[src/rtl/riscv_pkg.sv]
// Shared register-file definitions for the writeback path.
package riscv_pkg;

   localparam int DATA_W     = 32;
   localparam int ADDR_W     = 5;
   localparam int FIFO_DEPTH = 4;

   // x0 is hard-wired to zero: writes to it are discarded.
   localparam logic [ADDR_W-1:0] REG_ZERO = 5'd0;

   // One buffered writeback: live=0 means a younger write has superseded it.
   typedef struct packed {
      logic              live;
      logic [ADDR_W-1:0] rd;
      logic [DATA_W-1:0] data;
   } wb_entry_t;

   function automatic wb_entry_t make_entry(input logic              live,
                                            input logic [ADDR_W-1:0] rd,
                                            input logic [DATA_W-1:0] data);
      wb_entry_t e;
      e.live = live;
      e.rd   = rd;
      e.data = data;
      return e;
   endfunction

endpackage

[src/rtl/rf_wb_fifo.sv]
// Circular buffer of pending memory writebacks with per-entry kill and
// parallel destination-register lookups for decode hazard detection.
module rf_wb_fifo
   import riscv_pkg::*;
#(
   parameter int DATA_W = riscv_pkg::DATA_W,
   parameter int ADDR_W = riscv_pkg::ADDR_W,
   parameter int DEPTH  = riscv_pkg::FIFO_DEPTH
) (
   input  logic                     clk,
   input  logic                     rst,
   input  logic                     push_i,
   input  logic                     push_live_i,
   input  logic [ADDR_W-1:0]        push_rd_i,
   input  logic [DATA_W-1:0]        push_data_i,
   input  logic                     pop_i,
   input  logic                     kill_en_i,
   input  logic [ADDR_W-1:0]        kill_rd_i,
   input  logic [ADDR_W-1:0]        lookup_rd_1_i,
   input  logic [ADDR_W-1:0]        lookup_rd_2_i,
   output logic                     head_live_o,
   output logic [ADDR_W-1:0]        head_rd_o,
   output logic [DATA_W-1:0]        head_data_o,
   output logic                     full_o,
   output logic [$clog2(DEPTH):0]   count_o,
   output logic                     lookup_hit_1_o,
   output logic                     lookup_hit_2_o
);

   localparam int PTR_W = $clog2(DEPTH);

   logic [PTR_W-1:0]  wr_ptr_q, wr_ptr_d;
   logic [PTR_W-1:0]  rd_ptr_q, rd_ptr_d;
   logic [PTR_W:0]    count_q, count_d;
   logic [DEPTH-1:0]  live_q;
   logic [DEPTH-1:0]  occupied;
   logic [DEPTH-1:0]  hit_1;
   logic [DEPTH-1:0]  hit_2;
   logic [ADDR_W-1:0] rd_q   [DEPTH];
   logic [DATA_W-1:0] data_q [DEPTH];
   logic              empty;

   assign empty  = (count_q == '0);
   assign full_o = (count_q == (PTR_W+1)'(DEPTH));
   assign count_o = count_q;

   // A slot is occupied when its distance from the head is below the count.
   generate
      for (genvar gi = 0; gi < DEPTH; gi++) begin : g_entry
         logic [PTR_W-1:0] offset;
         assign offset       = PTR_W'(gi) - rd_ptr_q;
         assign occupied[gi] = ({1'b0, offset} < count_q);
         assign hit_1[gi]    = occupied[gi] & live_q[gi] & (rd_q[gi] == lookup_rd_1_i);
         assign hit_2[gi]    = occupied[gi] & live_q[gi] & (rd_q[gi] == lookup_rd_2_i);
      end
   endgenerate

   assign lookup_hit_1_o = |hit_1;
   assign lookup_hit_2_o = |hit_2;

   assign head_live_o = live_q[rd_ptr_q] & ~empty;
   assign head_rd_o   = rd_q[rd_ptr_q];
   assign head_data_o = data_q[rd_ptr_q];

   // Pointer and occupancy next-state; caller never pushes when full or pops when empty.
   always_comb begin
      wr_ptr_d = wr_ptr_q;
      rd_ptr_d = rd_ptr_q;
      count_d  = count_q;
      if (push_i) wr_ptr_d = wr_ptr_q + 1'b1;
      if (pop_i)  rd_ptr_d = rd_ptr_q + 1'b1;
      case ({push_i, pop_i})
         2'b10:   count_d = count_q + 1'b1;
         2'b01:   count_d = count_q - 1'b1;
         default: count_d = count_q;
      endcase
   end

   // Pointers, count and live bits; a kill clears matching occupied entries.
   always_ff @(posedge clk) begin
      if (rst) begin
         wr_ptr_q <= '0;
         rd_ptr_q <= '0;
         count_q  <= '0;
         live_q   <= '0;
      end else begin
         wr_ptr_q <= wr_ptr_d;
         rd_ptr_q <= rd_ptr_d;
         count_q  <= count_d;
         for (int i = 0; i < DEPTH; i++) begin
            if (push_i && (wr_ptr_q == PTR_W'(i))) begin
               live_q[i] <= push_live_i;
            end else if (kill_en_i && occupied[i] && (rd_q[i] == kill_rd_i)) begin
               live_q[i] <= 1'b0;
            end
         end
      end
   end

   // Payload storage; contents of free slots are don't-care so no reset is needed.
   always_ff @(posedge clk) begin
      for (int i = 0; i < DEPTH; i++) begin
         if (push_i && (wr_ptr_q == PTR_W'(i))) begin
            rd_q[i]   <= push_rd_i;
            data_q[i] <= push_data_i;
         end
      end
   end

endmodule

[src/rtl/rf_writeback_unit.sv]
// Register-file write port producer: merges never-stalled ALU results with
// buffered memory results, and exposes forwarding and pending-hazard flags.
module rf_writeback_unit
   import riscv_pkg::*;
#(
   parameter int DATA_W     = riscv_pkg::DATA_W,
   parameter int ADDR_W     = riscv_pkg::ADDR_W,
   parameter int FIFO_DEPTH = riscv_pkg::FIFO_DEPTH
) (
   input  logic              clk,
   input  logic              rst,
   input  logic              alu_valid,
   input  logic [ADDR_W-1:0] alu_rd,
   input  logic [DATA_W-1:0] alu_data,
   input  logic              mem_valid,
   output logic              mem_ready,
   input  logic [ADDR_W-1:0] mem_rd,
   input  logic [DATA_W-1:0] mem_data,
   output logic              write_enable,
   output logic [ADDR_W-1:0] write_addr,
   output logic [DATA_W-1:0] write_data,
   input  logic [ADDR_W-1:0] read_addr_1,
   input  logic [ADDR_W-1:0] read_addr_2,
   output logic              fwd_valid_1,
   output logic [DATA_W-1:0] fwd_data_1,
   output logic              fwd_valid_2,
   output logic [DATA_W-1:0] fwd_data_2,
   output logic              pending_1,
   output logic              pending_2
);

   localparam logic [ADDR_W-1:0] RD_ZERO = ADDR_W'(REG_ZERO);

   logic                           alu_req;
   logic                           mem_hs;
   logic                           fifo_push;
   logic                           fifo_push_live;
   logic                           fifo_pop;
   logic                           fifo_full;
   logic [$clog2(FIFO_DEPTH):0]    fifo_count;
   logic                           head_live;
   logic [ADDR_W-1:0]              head_rd;
   logic [DATA_W-1:0]              head_data;
   logic                           hit_1;
   logic                           hit_2;

   logic              we_q, we_d;
   logic [ADDR_W-1:0] waddr_q, waddr_d;
   logic [DATA_W-1:0] wdata_q, wdata_d;

   // Writes to x0 are no-ops on both sources.
   assign alu_req   = alu_valid & (alu_rd != RD_ZERO);
   assign mem_ready = ~fifo_full;
   assign mem_hs    = mem_valid & mem_ready;
   assign fifo_push = mem_hs & (mem_rd != RD_ZERO);
   // The ALU result is younger than a same-cycle memory result, so that one is born dead.
   assign fifo_push_live = ~(alu_req & (mem_rd == alu_rd));
   assign fifo_pop  = ~alu_req & (fifo_count != '0);

   rf_wb_fifo #(
      .DATA_W (DATA_W),
      .ADDR_W (ADDR_W),
      .DEPTH  (FIFO_DEPTH)
   ) u_fifo (
      .clk            (clk),
      .rst            (rst),
      .push_i         (fifo_push),
      .push_live_i    (fifo_push_live),
      .push_rd_i      (mem_rd),
      .push_data_i    (mem_data),
      .pop_i          (fifo_pop),
      .kill_en_i      (alu_req),
      .kill_rd_i      (alu_rd),
      .lookup_rd_1_i  (read_addr_1),
      .lookup_rd_2_i  (read_addr_2),
      .head_live_o    (head_live),
      .head_rd_o      (head_rd),
      .head_data_o    (head_data),
      .full_o         (fifo_full),
      .count_o        (fifo_count),
      .lookup_hit_1_o (hit_1),
      .lookup_hit_2_o (hit_2)
   );

   // Fixed-priority arbitration: ALU, then FIFO head, else idle with held address/data.
   always_comb begin
      we_d    = 1'b0;
      waddr_d = waddr_q;
      wdata_d = wdata_q;
      if (alu_req) begin
         we_d    = 1'b1;
         waddr_d = alu_rd;
         wdata_d = alu_data;
      end else if (fifo_pop) begin
         we_d    = head_live;
         waddr_d = head_rd;
         wdata_d = head_data;
      end
   end

   // Registered regfile write port.
   always_ff @(posedge clk) begin
      if (rst) begin
         we_q    <= 1'b0;
         waddr_q <= '0;
         wdata_q <= '0;
      end else begin
         we_q    <= we_d;
         waddr_q <= waddr_d;
         wdata_q <= wdata_d;
      end
   end

   assign write_enable = we_q;
   assign write_addr   = waddr_q;
   assign write_data   = wdata_q;

   // Forward the in-flight write to decode; x0 never forwards.
   always_comb begin
      fwd_valid_1 = we_q & (waddr_q == read_addr_1) & (read_addr_1 != RD_ZERO);
      fwd_valid_2 = we_q & (waddr_q == read_addr_2) & (read_addr_2 != RD_ZERO);
      fwd_data_1  = fwd_valid_1 ? wdata_q : '0;
      fwd_data_2  = fwd_valid_2 ? wdata_q : '0;
   end

   assign pending_1 = hit_1 & (read_addr_1 != RD_ZERO);
   assign pending_2 = hit_2 & (read_addr_2 != RD_ZERO);

endmodule

[config.mk]
export PLATFORM = sky130hd
export DESIGN_NAME = rf_writeback_unit
export DESIGN_NICKNAME = d
export VERILOG_FILES = /design/src/rtl/riscv_pkg.sv /design/src/rtl/rf_wb_fifo.sv /design/src/rtl/rf_writeback_unit.sv
export SDC_FILE = /design/constraint.sdc
export NUM_CORES = 1
export LEC_CHECK = 0
export CORE_AREA = 2 2 128 130
export DETAILED_ROUTE_END_ITERATION = 6
export DIE_AREA = 0 0 130 132
export DONT_BUFFER_PORTS = 1
export GPL_TIMING_DRIVEN = 0
export PLACE_DENSITY = 0.75
export SLEW_MARGIN = 20
export SYNTH_ARGS = -nofsm -noshare
export SYNTH_HDL_FRONTEND = slang
export SYNTH_SLANG_ARGS = --single-unit
[constraint.sdc]
create_clock -name clk -period 3.7 [get_ports clk]
set_input_delay 0.37 -clock clk [delete_from_list [all_inputs] [get_ports clk]]
set_output_delay 0.37 -clock clk [all_outputs]
set_load 0.05 [all_outputs]
==> key figures <==
Clock tree
  – Clk_lat worst skew: 0.44 ns
  – Clock Sinks: 199
  – Clock slew at reported path FFs: 0.08 ns
  – Clock root buffer: clkbuf_16
  – Max clock buf depth: 2
  – Clock tree from TritonCTS: yes
  – CTS Buf Count: 17
  – Post CTS Setup Buffer Count: 0
  – # H-tree levels: 4

Min path
  – Worst Hold Class: primary input to register

STA
  – RSZ-0062 raised after global routing: no
  – Fmax: roughly 280 MHz
  – Clock Skew: 0.01545 ns
  – Final Hold Fails: 0
  – Max Slew Vio Count: 0
  – Final worst path period need: ~3.6 ns
  – Setup violators final: 0
  – Worst-margin pin slew: 0.8172 ns
  – Worst setup margin: 0.1311 ns
  – Period utilization: 0.9646
  – Slew margin rel.: 0.4552
  – Setup_tns: 0 ns

Yosys
  – Synthesized instance count: 699
  – Post-synthesis xor/xnor area fraction: 0.07574
  – Combinational family with the most area after synthesis: simple AND/OR/NAND/NOR gates
  – Mux contribution to synthesized area: 0.09351
  – Ys async rst share: 0
  – Syn_nets: 797
  – Synthesized cell area: 9366 um2
  – Sequential share of the synthesized area: 0.5835
  – Mean Syn Cell Area: 13.40 um2
  – Top_reg_cell synth: edfxtp_1
  – Synth warnings: 0
  – Synth Area in Adders: 0.01416
  – Yosys cell types: 46
  – Number of flops mapped to enable cells by yosys: 148
  – Synth Area in Compound Gates: 0.08469
  – Post-synthesis simple-gate area fraction: 0.1114
  – Post-synthesis register bit count: a little under 200

Route
  – Iteration-0 DRC Markers: 442
  – Drt first pass iters: 5
  – Vias/cell: around 6
  – Via count: between 5000 and 6000
  – Drt drc: 0
  – Avg WL per Cell: about 24 um
  – Routed wire length: ~23 mm
  – Remaining antenna violation count: 0

Final layout
  – Commonest non-fill, non-tap cells in the layout: 148 x edfxtp_1, 64 x and2_1, 48 x nor2_1
  – Area added between synthesis and finish: 11.30%
  – Commonest non-fill, non-tap cell in the layout: edfxtp_1
  – Final nets: a little over 800
  – Core Util, Final: 0.6635
  – Share of cells above drive strength 1: 0.2075
  – Antenna Cells: 0

Place
  – Placer Congestion: 0.9020
  – Pre-CTS worst setup slack: -0.07803 ns
  – DP HPWL: around 17 mm
  – Port bufs: 0

Critical path
  – CP top delay family: simple AND/OR/NAND/NOR gates
  – Crit start category: register
  – CP Cell Sequence: xnor2_1, nand4_1, nor4_4, buf_2, clkbuf_2, and2_1
  – Crit path largest cell delay: 0.74 ns
  – Crit. End Element: output pin
  – Maximum fanout along the worst path: 10
  – Worst setup path class: register to output pin
  – Slowest stage cell, crit path: dfxtp_1
  – Crit path DAT: 3.20 ns
  – WP buf/inv: 2
  – Critical Path RT: 3.33 ns

Power and ir drop
  – PwrDens: approximately 660 nW/um2
  – Worst vdd ir: roughly 0.5 mV
  – Leak: between 3 and 4 nW

Floorplanning
  – Initial Util: 0.5961
  – I/O pin total: 195
  – DIE HEIGHT: between 100 and 150 um
  – Core area: 15710 um2
  – Die ar.: 17160 um2
  – Die X: 130 um
  – Row cnt: between 40 and 50

GRT
  – Vias in the first global route: about 5900
  – Initial antenna violation count: 0
  – Remaining global-route overflow: 0
  – First-pass GRT wire length: 33.99 mm
  – Largest net degree at the start of global routing: 27
  – GR Util All Layers: 0.2733

Run
  – Max_cap viols: 0

Run status
  – Outcome: finished, final reports clean
## cells in the mapped netlist (2+ instances only)
master    instances  area share
or4_1             3      0.0024
and2_1           64       0.043
edfxtp_1        148        0.47
mux2i_1           2      0.0021
buf_1             2     0.00080
a211oi_2         22       0.029
xnor2_1          44       0.041
a211oi_1         13       0.010
nand3_1          12      0.0064
a21oi_2           3      0.0028
a31oi_1           2      0.0013
clkbuf_1         22      0.0088
nor2_1           48       0.019
nor2b_1           2      0.0013
buf_6             9       0.011
xor2_1           37       0.035
nand2_1          43       0.017
a21oi_1          41       0.022
o21ai_0           3      0.0016
dfxtp_1          51        0.11
buf_2            19       0.010
inv_1            14      0.0056
mux4_2           38       0.091
o22ai_2           3      0.0040
nor3_1            8      0.0043
nand3b_1          4      0.0032
o31ai_2           2      0.0027
o21a_1            3      0.0024
ha_1              9       0.012
nand4_1           5      0.0033
nor4_1            8      0.0053
## path summary, 6_finish.rpt
path	startpoint	to	slack, ns	cells after the start
max	write_addr[4]	fwd_data_1[26]	0.13	6
min	mem_data[31]	u_fifo.data_q[2][31]	0.03	0
max reg2reg	u_fifo.count_o[0]	u_fifo.count_o[2]	0.75	10
min reg2reg	u_fifo.live_q[0]	u_fifo.live_q[0]	0.54	2
## state kept, by name, indices dropped and copies added, names as in the netlist, named ones only
signal,flops
u_fifo.data_q,128
u_fifo.count_o,3
u_fifo.live_q,4
write_addr,5
write_data,32
u_fifo.rd_q,20
u_fifo.rd_ptr_q,2
write_enable,1
u_fifo.wr_ptr_q,2
## report_power, final
group          leakage [nW]  internal (mW)  total (mW)  switching, mW
clock                 0.288          0.963        1.82          0.861
combinational          1.43          0.736        1.79           1.05
sequential             1.78           2.70        3.24          0.537
## routing by layer
| layer | wire [um] | share of wire | global-route usage |
|---|---|---|---|
| met1 | 8818 | 0.39 | 0.3462 |
| met2 | 11660 | 0.51 | 0.4564 |
| met3 | 1950 | 0.085 | 0.07792 |
| met4 | 427 | 0.019 | 0.08542 |
| met5 | 0 | 0 | 0 |
## timing repair
item                                    in CTS  in global routing
endpoints found under the setup margin      19                 12
hold buffers                                 0                  5
gates cloned                                 0                  0
endpoints found under the hold margin        0                 12
gates resized for setup                      5                  3
## through the flow
step / power, mW / cells / cell area (um2) / hold WS [ns]
after floorplan: 4.550 / 699 / 9366 / 0.4689
after global placement: 4.989 / 915 / 9637 / 0.4690
after detailed placement: 5.071 / 921 / 9754 / 0.4691
after CTS: 6.885 / 953 / 10360 / 0.008550
after global routing: 7.143 / 958 / 10430 / 0.0003866
final: 6.850 / 958 / 10430 / 0.02566
## cell families (layout without fill, tap and decap cells)
| kind of cell | after synthesis | count (layout) |
|---|---|---|
| AOI/OAI and AO/OA | 99 | 99 |
| xor gates and xnor gates | 81 | 81 |
| adders and majority gates | 10 | 10 |
| buffers and inverters | 67 | 110 |
| DFF | 199 | 199 |
| muxes | 40 | 40 |
| and+or+nand+nor | 203 | 203 |
## worst register-to-register path: stages, from the launching register on
cell and delay, ns:
dfxtp_1 0.38, or3b_2 0.71, o211a_1 0.22, clkbuf_1 0.19, inv_1 0.11, ha_1 0.19
inv_1 0.06, fa_1 0.37, xor2_1 0.16, or3_1 0.31, a21oi_1 0.16
## final cells by class
class	instances	area, um2
Clock inverter	14	166.4
Fill cell	1118	5288
Timing Repair Buffer	11	142.6
Sequential cell	199	5470
Buffer	53	296.5
Tap cell	216	270.3
Clock buffer	18	429.2
Inverter	14	52.55
Multi-Input combinational cell	433	3597
(Power assumes the default switching activity.)
==> edit, RTL diff (same flow settings) <==
The package constant `REG_ZERO` goes from 5'd0 to 5'd1.
--- a/src/rtl/riscv_pkg.sv
+++ b/src/rtl/riscv_pkg.sv
@@ -8,3 +8,3 @@
    // x0 is hard-wired to zero: writes to it are discarded.
-   localparam logic [ADDR_W-1:0] REG_ZERO = 5'd0;
+   localparam logic [ADDR_W-1:0] REG_ZERO = 5'd1;
 
Function: changed (a bounded check fails within 4 cycles, from zero or initial values and one cycle with rst high).
==> edit against the unedited design <==
Synthesized cell count is 0.43% lower. Sequential cell count stayed put. Synthesized area decreased by 1.2%. Design area is 2.8% lower. Count of clock-buffer cells in the layout up 1. Worst setup slack better by 0.045 ns. Sequential power is essentially flat. First-iteration DRC count up 14%. Routed wire length rose by 4.5%. Critical path depth fell by 1. Clock power decreased by 3%. Register-to-register slack better by 0.02 ns. Power decreased by 1.1%. Highest routed layer unchanged.
==> edit: results <==
set metrics [dict create \
    final_net_count 813 \
    synth_nets 794 \
    synth_area_leaders "edfxtp_1 48%, dfxtp_1 11%, mux4_2 9.2%" \
    cp_data_arrival_time_ns 3.15 \
    routed_via_density 6.30 \
    worstMarginPinSlew_ns 0.766 \
    syn_inst 696 \
    largest_reg_flops 128 \
    grt_pass1_vias 5949 \
    synth_common_cells "148 x edfxtp_1, 64 x and2_1, 51 x dfxtp_1" \
    grt_max_degree 39 \
    grt_antenna_before_repair 2 \
    num-fill-cells 1156 \
    grt_util_met1_pct 36.0 \
    grtUsageMet2_pct 46.5 \
    synth.yosys.seq_area_share_pct 59.0 \
    clk_pin_slew_worst_paths_ns 0.08 \
    gp_congestion 0.981 \
    vdd_drop_max_mv 0.407 \
    wl_per_cell_um 25.3 \
    r2r_slack_ns 0.77 \
    met3_usage_pct 8.24 \
    crit_start "write_addr[4]$_SDFFE_PP0P_" \
    status "complete, no violations" \
    first_pass_iters 5 \
    crit_end "fwd_data_1[12]" \
    r2r_end "u_fifo.count_o[2]$_SDFFE_PP0P_" \
    r2r_start "u_fifo.count_o[2]$_SDFFE_PP0P_" \
    ctsRootBufferMaster "clkbuf_16" \
    ys_types 45 \
    skew_ns 0.0106 \
    hpwl_mm 16.1 \
    layout-drive-gt1-share_pct 17.0 \
    synth_ff_type "edfxtp_1" \
    io_buffers 0 \
    whs_path_depth 0 \
    yosysWarnings 0 \
    grt_pass1_wl_mm 35.1 \
    place_inst 912 \
    p_leak_nw 3.41 \
    async_flop_share_pct 0 \
    period_minus_slack_ns 3.52 \
    top_register "u_fifo.data_q" \
    place_ws_ns 0.0909 \
    drtIter0Drc 502 \
    route.vias.total 5950 \
    grtUsageTotal_pct 28.4 \
]
-- edit: final cells by class --
type / instances / area share [%]
inverters: 11 / 0.408
clock buffers: 19 / 4.47
clock inverters: 13 / 1.15
well taps: 216 / 2.67
flip-flops and latches: 199 / 54.0
multi-input cells: 433 / 34.5
plain buffers: 53 / 2.84
-- edit: per-stage QoR --
step | utilization [%] | area (um^2)
floorplan | - | 9260
global placement | 60.6 | 9530
detailed placement | 60.7 | 9530
CTS | 64.4 | 10100
global route | 64.5 | 10100
finish | 64.5 | 10100
-- edit: where the power goes --
part,internal (W),switching [W]
logic,0.000729,0.00104
clock network,0.000917,0.000852
registers,0.00271,0.000528
total,0.00435,0.00242
-- edit: how the worst min path moves through the flow --
stage                            start                              to  slack (ns)
final                      mem_data[4]   u_fifo.data_q[0][4]$_DFFE_PP_        0.02
after global routing       mem_data[8]   u_fifo.data_q[1][8]$_DFFE_PP_       0.007
after CTS                 mem_data[11]  u_fifo.data_q[3][11]$_DFFE_PP_        0.01
after detailed placement   mem_data[2]   u_fifo.data_q[3][2]$_DFFE_PP_        0.47
after global placement    mem_data[10]  u_fifo.data_q[2][10]$_DFFE_PP_        0.47
after floorplan            mem_data[0]   u_fifo.data_q[0][0]$_DFFE_PP_        0.47
-- edit: metal layers --
layer	vias to the layer above	part of all wire (%)
met4	0	2.7
met5	-	0
li1	2578	-
met2	321	49
met1	3001	39
met3	50	9.4
-- edit: what timing repair did --
action,CTS,global route
hold buffers,0,0
gates resized for setup,4,0
hold endpoints to repair,0,0
setup endpoints to repair,40,0
-- edit: kinds of logic after synthesis --
kind of cell,after synthesis,share of synthesized area [%]
xor+xnor,81,7.66
mux,44,9.89
simple gates,199,11.4
buf+inv,64,3.53
fa+ha+maj,10,1.43
compound gates,99,7.06
flops,199,59.0
-- edit: critical path, stage by stage, from the launching register on --
cell and delay (ns):
dfxtp_1 0.78, xnor2_1 0.19, nand4_1 0.16, nor4_4 0.56, clkbuf_2 0.50, and2_1 0.52
